--- src/rtl/alu_issue_if.sv ---
// ============================================================================
// alu_issue_if : instruction in, ALU drive/return, and writeback out bundle
// Revision     : 1.0
// ============================================================================
`default_nettype none

interface alu_issue_if #(
  parameter int CNT_W = 16
);
  logic             in_valid;
  logic             in_ready;
  logic [31:0]      instr;
  logic [31:0]      rs1_val;
  logic [31:0]      rs2_val;
  logic [31:0]      alu_dataa;
  logic [31:0]      alu_datab;
  logic [3:0]       alu_ctr;
  logic [31:0]      alu_result;
  logic             alu_zero;
  logic             out_valid;
  logic             out_ready;
  logic [31:0]      out_result;
  logic             out_zero;
  logic [4:0]       out_rd;
  logic             out_wen;
  logic             out_illegal;
  logic [CNT_W-1:0] retired_cnt;

  // Environment side: issues instructions, acts as the ALU, consumes results
  modport master (
    output in_valid, instr, rs1_val, rs2_val, alu_result, alu_zero, out_ready,
    input  in_ready, alu_dataa, alu_datab, alu_ctr, out_valid, out_result,
           out_zero, out_rd, out_wen, out_illegal, retired_cnt
  );

  modport slave (
    input  in_valid, instr, rs1_val, rs2_val, alu_result, alu_zero, out_ready,
    output in_ready, alu_dataa, alu_datab, alu_ctr, out_valid, out_result,
           out_zero, out_rd, out_wen, out_illegal, retired_cnt
  );
endinterface

`default_nettype wire

--- src/rtl/alu_issue_ctrl.sv ---
// ============================================================================
// alu_issue_ctrl : RV32I ALU-op decode/issue front end with result hold stage
// Revision       : 1.0
// ============================================================================
`default_nettype none

module alu_issue_ctrl #(
  parameter int CNT_W = 16
) (
  input  logic        clk,
  input  logic        rst,
  alu_issue_if.slave  bus
);

  localparam logic [6:0]       C_OP_R    = 7'b0110011;
  localparam logic [6:0]       C_OP_I    = 7'b0010011;
  localparam logic [6:0]       C_OP_LUI  = 7'b0110111;
  localparam logic [6:0]       C_F7_BASE = 7'b0000000;
  localparam logic [6:0]       C_F7_ALT  = 7'b0100000;
  localparam logic [CNT_W-1:0] C_CNT_ONE = {{(CNT_W-1){1'b0}}, 1'b1};

  typedef enum logic [1:0] {
    S_IDLE = 2'd0,
    S_EXEC = 2'd1,
    S_DONE = 2'd2
  } state_t;

  state_t           r_state;
  state_t           w_state_nxt;
  logic             w_in_ready;
  logic             w_out_valid;
  logic             w_accept;
  logic             w_out_hs;

  logic [6:0]       w_opcode;
  logic [2:0]       w_f3;
  logic [6:0]       w_f7;
  logic [31:0]      w_imm_i;
  logic             w_legal;
  logic [3:0]       w_ctr;
  logic [31:0]      w_a;
  logic [31:0]      w_b;

  logic [3:0]       r_alu_ctr;
  logic [31:0]      r_alu_dataa;
  logic [31:0]      r_alu_datab;
  logic [4:0]       r_pend_rd;
  logic             r_pend_legal;
  logic [31:0]      r_out_result;
  logic             r_out_zero;
  logic [4:0]       r_out_rd;
  logic             r_out_wen;
  logic             r_out_illegal;
  logic [CNT_W-1:0] r_cnt;

  assign w_opcode = bus.instr[6:0];
  assign w_f3     = bus.instr[14:12];
  assign w_f7     = bus.instr[31:25];
  assign w_imm_i  = {{20{bus.instr[31]}}, bus.instr[31:20]};

  // Decode; illegal instructions are sent through EXEC as a zeroed add
  always_comb begin
    w_legal = 1'b0;
    w_ctr   = {1'b0, w_f3};
    w_a     = 32'd0;
    w_b     = 32'd0;
    case (w_opcode)
      C_OP_R: begin
        w_legal = (w_f7 == C_F7_BASE) ||
                  ((w_f7 == C_F7_ALT) && ((w_f3 == 3'b000) || (w_f3 == 3'b101)));
        w_ctr[3] = bus.instr[30] && ((w_f3 == 3'b000) || (w_f3 == 3'b101));
        w_a      = bus.rs1_val;
        w_b      = bus.rs2_val;
      end
      C_OP_I: begin
        if (w_f3 == 3'b001) begin
          w_legal = (w_f7 == C_F7_BASE);
        end else if (w_f3 == 3'b101) begin
          w_legal = (w_f7 == C_F7_BASE) || (w_f7 == C_F7_ALT);
        end else begin
          w_legal = 1'b1;
        end
        // ADDI ignores bit 30; only the right shift uses it to pick SRA
        w_ctr[3] = bus.instr[30] && (w_f3 == 3'b101);
        w_a      = bus.rs1_val;
        w_b      = w_imm_i;
      end
      C_OP_LUI: begin
        w_legal = 1'b1;
        w_ctr   = 4'b1111;
        w_a     = 32'd0;
        w_b     = {bus.instr[31:12], 12'd0};
      end
      default: w_legal = 1'b0;
    endcase
    if (!w_legal) begin
      w_ctr = 4'b0000;
      w_a   = 32'd0;
      w_b   = 32'd0;
    end
  end

  always_ff @(posedge clk or posedge rst) begin
    if (rst) begin
      r_state <= S_IDLE;
    end else begin
      r_state <= w_state_nxt;
    end
  end

  always_comb begin
    w_state_nxt = r_state;
    w_in_ready  = 1'b0;
    w_out_valid = 1'b0;
    case (r_state)
      S_IDLE: begin
        w_in_ready = 1'b1;
        if (bus.in_valid) w_state_nxt = S_EXEC;
      end
      S_EXEC: begin
        w_state_nxt = S_DONE;
      end
      S_DONE: begin
        w_out_valid = 1'b1;
        w_in_ready  = bus.out_ready;
        if (bus.out_ready) w_state_nxt = bus.in_valid ? S_EXEC : S_IDLE;
      end
      default: w_state_nxt = S_IDLE;
    endcase
  end

  assign w_accept = bus.in_valid & w_in_ready;
  assign w_out_hs = w_out_valid & bus.out_ready;

  always_ff @(posedge clk or posedge rst) begin
    if (rst) begin
      r_alu_ctr     <= 4'd0;
      r_alu_dataa   <= 32'd0;
      r_alu_datab   <= 32'd0;
      r_pend_rd     <= 5'd0;
      r_pend_legal  <= 1'b0;
      r_out_result  <= 32'd0;
      r_out_zero    <= 1'b0;
      r_out_rd      <= 5'd0;
      r_out_wen     <= 1'b0;
      r_out_illegal <= 1'b0;
      r_cnt         <= '0;
    end else begin
      if (w_accept) begin
        r_alu_ctr    <= w_ctr;
        r_alu_dataa  <= w_a;
        r_alu_datab  <= w_b;
        r_pend_rd    <= bus.instr[11:7];
        r_pend_legal <= w_legal;
      end
      if (r_state == S_EXEC) begin
        r_out_result  <= r_pend_legal ? bus.alu_result : 32'd0;
        r_out_zero    <= r_pend_legal ? bus.alu_zero : 1'b1;
        r_out_rd      <= r_pend_rd;
        r_out_wen     <= r_pend_legal && (r_pend_rd != 5'd0);
        r_out_illegal <= !r_pend_legal;
      end
      if (w_out_hs && !r_out_illegal) begin
        r_cnt <= r_cnt + C_CNT_ONE;
      end
    end
  end

  assign bus.in_ready    = w_in_ready;
  assign bus.out_valid   = w_out_valid;
  assign bus.alu_ctr     = r_alu_ctr;
  assign bus.alu_dataa   = r_alu_dataa;
  assign bus.alu_datab   = r_alu_datab;
  assign bus.out_result  = r_out_result;
  assign bus.out_zero    = r_out_zero;
  assign bus.out_rd      = r_out_rd;
  assign bus.out_wen     = r_out_wen;
  assign bus.out_illegal = r_out_illegal;
  assign bus.retired_cnt = r_cnt;

endmodule

`default_nettype wire

--- src/flat_wrapper.sv ---
// flat-port wrapper written by rule: the top's interface ports become plain ports
module alu_issue_ctrl_flat 
#(
  parameter int CNT_W = 16
)
  (clk, rst, bus_in_valid, bus_instr, bus_rs1_val, bus_rs2_val, bus_alu_result, bus_alu_zero, bus_out_ready, bus_in_ready, bus_alu_dataa, bus_alu_datab, bus_alu_ctr, bus_out_valid, bus_out_result, bus_out_zero, bus_out_rd, bus_out_wen, bus_out_illegal, bus_retired_cnt);
  alu_issue_if #(.CNT_W(CNT_W)) bus_i ();
  input  logic clk;
  input  logic rst;
  input wire logic [$bits(bus_i.in_valid)-1:0] bus_in_valid;
  input wire logic [$bits(bus_i.instr)-1:0] bus_instr;
  input wire logic [$bits(bus_i.rs1_val)-1:0] bus_rs1_val;
  input wire logic [$bits(bus_i.rs2_val)-1:0] bus_rs2_val;
  input wire logic [$bits(bus_i.alu_result)-1:0] bus_alu_result;
  input wire logic [$bits(bus_i.alu_zero)-1:0] bus_alu_zero;
  input wire logic [$bits(bus_i.out_ready)-1:0] bus_out_ready;
  output wire logic [$bits(bus_i.in_ready)-1:0] bus_in_ready;
  output wire logic [$bits(bus_i.alu_dataa)-1:0] bus_alu_dataa;
  output wire logic [$bits(bus_i.alu_datab)-1:0] bus_alu_datab;
  output wire logic [$bits(bus_i.alu_ctr)-1:0] bus_alu_ctr;
  output wire logic [$bits(bus_i.out_valid)-1:0] bus_out_valid;
  output wire logic [$bits(bus_i.out_result)-1:0] bus_out_result;
  output wire logic [$bits(bus_i.out_zero)-1:0] bus_out_zero;
  output wire logic [$bits(bus_i.out_rd)-1:0] bus_out_rd;
  output wire logic [$bits(bus_i.out_wen)-1:0] bus_out_wen;
  output wire logic [$bits(bus_i.out_illegal)-1:0] bus_out_illegal;
  output wire logic [$bits(bus_i.retired_cnt)-1:0] bus_retired_cnt;
  assign bus_i.in_valid = bus_in_valid;
  assign bus_i.instr = bus_instr;
  assign bus_i.rs1_val = bus_rs1_val;
  assign bus_i.rs2_val = bus_rs2_val;
  assign bus_i.alu_result = bus_alu_result;
  assign bus_i.alu_zero = bus_alu_zero;
  assign bus_i.out_ready = bus_out_ready;
  assign bus_in_ready = bus_i.in_ready;
  assign bus_alu_dataa = bus_i.alu_dataa;
  assign bus_alu_datab = bus_i.alu_datab;
  assign bus_alu_ctr = bus_i.alu_ctr;
  assign bus_out_valid = bus_i.out_valid;
  assign bus_out_result = bus_i.out_result;
  assign bus_out_zero = bus_i.out_zero;
  assign bus_out_rd = bus_i.out_rd;
  assign bus_out_wen = bus_i.out_wen;
  assign bus_out_illegal = bus_i.out_illegal;
  assign bus_retired_cnt = bus_i.retired_cnt;
  alu_issue_ctrl #(.CNT_W(CNT_W)) u_core (.clk(clk), .rst(rst), .bus(bus_i));
endmodule
--- config.mk ---
export PLATFORM = sky130hd
export DESIGN_NAME = alu_issue_ctrl_flat
export DESIGN_NICKNAME = d
export VERILOG_FILES = /design/src/rtl/alu_issue_if.sv /design/src/rtl/alu_issue_ctrl.sv /design/src/flat_wrapper.sv
export SDC_FILE = /design/constraint.sdc
export NUM_CORES = 1
export LEC_CHECK = 0
export CORE_UTILIZATION = 50
export DETAILED_ROUTE_END_ITERATION = 16
export DONT_BUFFER_PORTS = 1
export GPL_ROUTABILITY_DRIVEN = 0
export GPL_TIMING_DRIVEN = 0
export SLEW_MARGIN = 10
export SYNTH_ARGS = -nofsm -noshare
export SYNTH_HDL_FRONTEND = slang
export SYNTH_SLANG_ARGS = --single-unit
--- constraint.sdc ---
create_clock -name clk -period 4.85 [get_ports clk]
set_clock_uncertainty 0.2 [all_clocks]
set_input_delay 0.7275 -clock clk [delete_from_list [all_inputs] [get_ports clk]]
set_output_delay 0.7275 -clock clk [all_outputs]
set_load 0.03 [all_outputs]
# Word level (Yosys, flattened, before mapping)
# Cells that the tools add are included.
dict set report classes {
  addsub 1
  reduce_logical 16
  eq_ne 10
  muxes 18
  bitwise 2
}
# op count
set op_table {}
lappend op_table {{32-bit two-way mux} 4}
lappend op_table {{32-bit one-hot mux with 3 select lines} 1}
lappend op_table {{7-bit by 6-bit equality test with 1-bit output (second input constant)} 3}
lappend op_table {{16-bit by 1-bit adder with 16-bit output (second input constant)} 1}
lappend op_table {{7-bit by 5-bit equality test with 1-bit output (second input constant)} 1}
lappend op_table {{7-bit zero test} 1}
lappend op_table {{1-bit one-hot mux with 3 select lines} 2}
lappend op_table {{2-bit one-hot mux with 3 select lines} 1}
lappend op_table {{1-bit logical AND} 5}
lappend op_table {{1-bit two-way mux} 5}
lappend op_table {{5-bit nonzero test} 1}
lappend op_table {{2-bit two-way mux} 2}
lappend op_table {{4-bit two-way mux} 1}
lappend op_table {{2-bit inequality test (second input constant)} 2}
lappend op_table {{3-bit by 1-bit equality test with 1-bit output (second input constant)} 1}
lappend op_table {{3-bit equality test (second input constant)} 1}
lappend op_table {{3-bit zero test} 1}
lappend op_table {{1-bit logical OR} 3}
lappend op_table {{3-bit two-way mux} 1}
lappend op_table {{1-bit AND} 2}
lappend op_table {{2-bit by 1-bit equality test with 1-bit output (second input constant)} 1}
lappend op_table {{2-bit equality test (second input constant)} 1}
lappend op_table {{1-bit zero test} 2}
lappend op_table {{2-bit zero test} 1}
lappend op_table {{3 further kinds} 3}
dict set report word_totals {
  in_bits 133
  ff_bits 132
  out_inout_bits 126
}

# Longest topological paths before layout
dict set report logic_depth {
  word_depth 6
  depth_mapped 7
  mapped_depth_nobuf 5
}

# Worst setup path before layout
# No wires, ideal clock.
dict set report synth_path {
  path_type {in2out}
  from {input port bus_out_ready}
  to {output port bus_in_ready}
  slack_ps 2614
  path_buffers 0
  path_stages 2
  arrival_ps 1308
  required_time_ps 3923
  cell_sequence {nand2b_1 nor2b_1}
}
dict set report synth_between {
  elab_chain_cells 1
}
# element line
set synth_rtl {}
lappend synth_rtl {{start: declaration} flat_wrapper.sv:16} ;# input wire logic [$bits(bus_i.out_ready)-1:0] bus_out_ready;
lappend synth_rtl {{1-bit one-hot mux with 2 select lines} alu_issue_ctrl.sv:115} ;# case (r_state)
lappend synth_rtl {{end: declaration} flat_wrapper.sv:17} ;# output wire logic [$bits(bus_i.in_ready)-1:0] bus_in_ready;
# No other way between the ends.

# Worst setup path in the final report
dict set report layout_path {
  from {register u_core.r_state[1]}
  to {output port bus_in_ready}
}
dict set report layout_between {
  elab_chain_cells 2
  word_cells_on_any_way 3
  classes_between {eq/ne (1); mux (1); reduce/logical (1)}
}
# element line
set layout_rtl {}
lappend layout_rtl {{start: declaration} alu_issue_ctrl.sv:28} ;# state_t r_state;
lappend layout_rtl {{start signal: assignment} alu_issue_ctrl.sv:107} ;# r_state <= w_state_nxt;
lappend layout_rtl {{2-bit equality test or 2-bit zero test (tied branches)} alu_issue_ctrl.sv:115}
lappend layout_rtl {{1-bit one-hot mux with 2 select lines (*)} alu_issue_ctrl.sv:115}
# Every way passes the cells marked *; elsewhere a longest branch is shown, timed or not.

==> impl_results.md <==
- Status: finished clean
- Min Tclk post-route: 2.41 ns
- Pin count of the biggest net entering global routing: 84
- Max-cap violations: 0
- IO Count: approximately 260
- Leak Pwr: between 0.002 and 0.003 uW
- CTS Sinks: about 130
- CTS tree: built
- Final non-filler cell total: 799
- DR vias/cell: roughly 5.5
- Worst setup EP type: primary output
- Slew Limit Fails: 0
- Vias in the first global route: 4,198
- Setup Buffers After CTS: 0
- Pwr Total: 2730 uW
- Number of synthesized flops with an enable pin: 0
- Rows: 39
- Post-DR wirelength/cell: around 18 um
- Setup total negative slack: 0 ns
- Die X: 110 um
- Slew @ Worst Pin: 0.774 ns
- Post-Syn Nets: ~760
- Top Usage Layer GRT: met2
- Clock Power Share: 42.2%
- Count leader, synth: nand2_1
- Maximum VDD drop: about 260 uV
- Syn Area/Cell: 9.34 sq um
- Number of iterations in the first detailed-routing pass: 7
- Crit path from: u_core.r_state[1]
- Global-route wire length before repair: 21.9 mm
- Worst setup path endpoint: bus_in_ready
- Post-CTS resize count: 0
- Max Fclk: 0.415 GHz
- Routed wire length: 14.4 mm
- Synthesized instance count: 623
- Async S/R FF share, synth: 100%
- Met1 Usage GRT: 27.6%
- Net Sw Power: around 830 uW
- Hold slack: about 0.12 ns
- Root Buffer: clkbuf_16
- Dominant register cell in the synthesized netlist: dfrtp_1
- DRC violations left: 0
- ANT nets after route: 0
- Post-CTS Hold Buffers: 0
- Seq cells post-synth: 132
- Starting density of the core: 51.2%
- Clock tree buffer depth: 2
- Final setup vio count: 0
- Core area: 11,400 sq um
- Critical Path RT: roughly 3.9 ns
- CTS Buf Count: 17
- Tcrit/Tclk final: 49.7%
- Chip Height: 110 um
- Pwr/cell area: 416 nW/um^2
- Via count: 4,420
- GR Util met3: 10.7%
- Sequential area share after synthesis: 56.7%
- WS Path Type: reg2out
- Layout cells sized above 1: 12.5%
- FILL cells: about 1,000
- Post-Syn Area: 5820 sq um
- Critical-path maximum fanout: 4
- Met2 Use GR: about 40%
- RR Startpoint: u_core.bus.out_illegal
- Fin nets: 777
- Sw frac: 30.4%
- Htree depth: 4
- Layout area overhead: 12.8%
- Worst setup SP type: register
- Register-to-Register Path Depth: 5
- Total GRT Usage: 24.3%
- Min-Delay Path Class: in2async
- Initial antenna violation count: 0
- Arrival @ worst endpoint: 1.48 ns
- Yosys warning count: 0
- Slew HR: 48.4%
- 1st-iter DRT viols: between 200 and 250
- Commonest cells in the netlist: 190 x nand2_1, 132 x dfrtp_1, 75 x o21ai_0
- RSZ-0062 raised after global routing: false
- Placed instance count: 767
- Part of the power in combinational logic: 9.2%
- Yosys top cell area share: 56.7%
- Skew-Pair Late Insertion Delay: 0.40 ns
- PortBufs: 0
- Worst R2R Setup Slack: 2.68 ns
- Unique masters post-synth: 38
- Reg clk slew, reported paths: 0.06 ns
- HPWL after DPL: 10.7 mm
- Register share of total power: between 40% and 50%
- Total grt overflow: 0
- Synth area leaders: dfrtp_1 57%, nand2_1 12%, o21ai_0 6.4%
- RR Endpoint: u_core.bus.retired_cnt[11]
- P_int: around 1900 uW
- Fin. Hold Viols: 0
- ANT cells: 0
- DIE AREA: 12,100 sq um
- Yosys top cell by area: dfrtp_1
==> layout by cell type (no fill, tap or decap), drive strengths merged <==
master / instances
nor2b: 4
dfrtp: 132
o31ai: 1
nand3: 6
o31a: 1
nor3: 2
nor4: 3
mux2: 6
xnor2: 10
nand4: 3
clkbuf: 51
nor3b: 2
a311oi: 1
nand2b: 7
and3: 2
nand2: 190
clkinv: 3
and4bb: 1
nor2: 32
and2: 1
or4: 1
inv: 11
a21oi: 44
a211oi: 1
buf: 9
xor2: 6
and4: 2
clkinvlp: 6
ha: 1
o21ai: 105
nand3b: 1
mux2i: 11
==> power by group through the flow <==
stage	clock network, uW	registers, uW	logic (uW)
after floorplan	0	1320	197
after global placement	0	1350	245
after detailed placement	0	1350	257
after CTS	1170	1330	260
after global routing	1230	1340	290
final	1150	1330	253
==> worst max-delay path, stage by stage (launching register included) <==
cell and delay [ns]:
dfrtp_1 0.40, nand2b_1 0.14, nor2b_1 0.54
==> logic make-up after synthesis <==
| group | synth area share, % |
|---|---|
| compound gates | 15.6 |
| simple gates | 18.4 |
| mux | 3.05 |
| fa+ha+maj | 0.215 |
| xor+xnor | 2.41 |
| flops | 56.7 |
| buf+inv | 3.53 |
==> metal layers <==
layer	share of wire, %	wire length (um)
met4	1.7	242
met2	50	7150
met1	38	5490
met3	11	1530
met5	0	0
==> state kept, by name, summed over array words and instances, names as in the netlist, 2 cells and up <==
name,count
u_core.bus.alu_ctr,4
u_core.r_pend_rd,5
u_core.bus.alu_datab,32
u_core.bus.alu_dataa,32
u_core.bus.retired_cnt,16
u_core.r_state,2
u_core.bus.out_result,32
u_core.bus.out_rd,5
==> layout make-up <==
cell class                 instances  area (sq um)  area share [%]
buffer                            41           183            2.78
clock buffer                      18           429            6.54
clock inverter                    14           104            1.58
inverter                           6          27.5           0.419
multi-input combinational        444          2310            35.2
sequential                       132          3300            50.3
tap                              143           179            2.73
timing repair buffer               1          27.5           0.419
==> how the worst min path moves through the flow <==
stage / slack, ns / startpoint / cells past startpoint / endpoint
floorplan: 0.26 / u_core.r_pend_rd[4] / 2 / u_core.r_pend_rd[4]
global placement: 0.28 / u_core.r_pend_rd[0] / 2 / u_core.r_pend_rd[0]
detailed placement: 0.29 / u_core.r_pend_rd[4] / 2 / u_core.r_pend_rd[4]
CTS: 0.14 / rst / 1 / u_core.bus.alu_dataa[14]
global route: 0.18 / rst / 1 / u_core.bus.retired_cnt[13]
finish: 0.12 / rst / 1 / u_core.bus.alu_dataa[5]
==> stage by stage <==
stage                     instance area, sq um  worst slack, ns  util [%]
final                                     6570             2.44      57.7
after global routing                      6570             2.37      57.7
after CTS                                 6570             2.42      57.7
after detailed placement                  6030             2.38      53.1
after global placement                    6000           -0.923      52.8
after floorplan                           5820            0.396         -
Power figures use the tool's default switching activity.
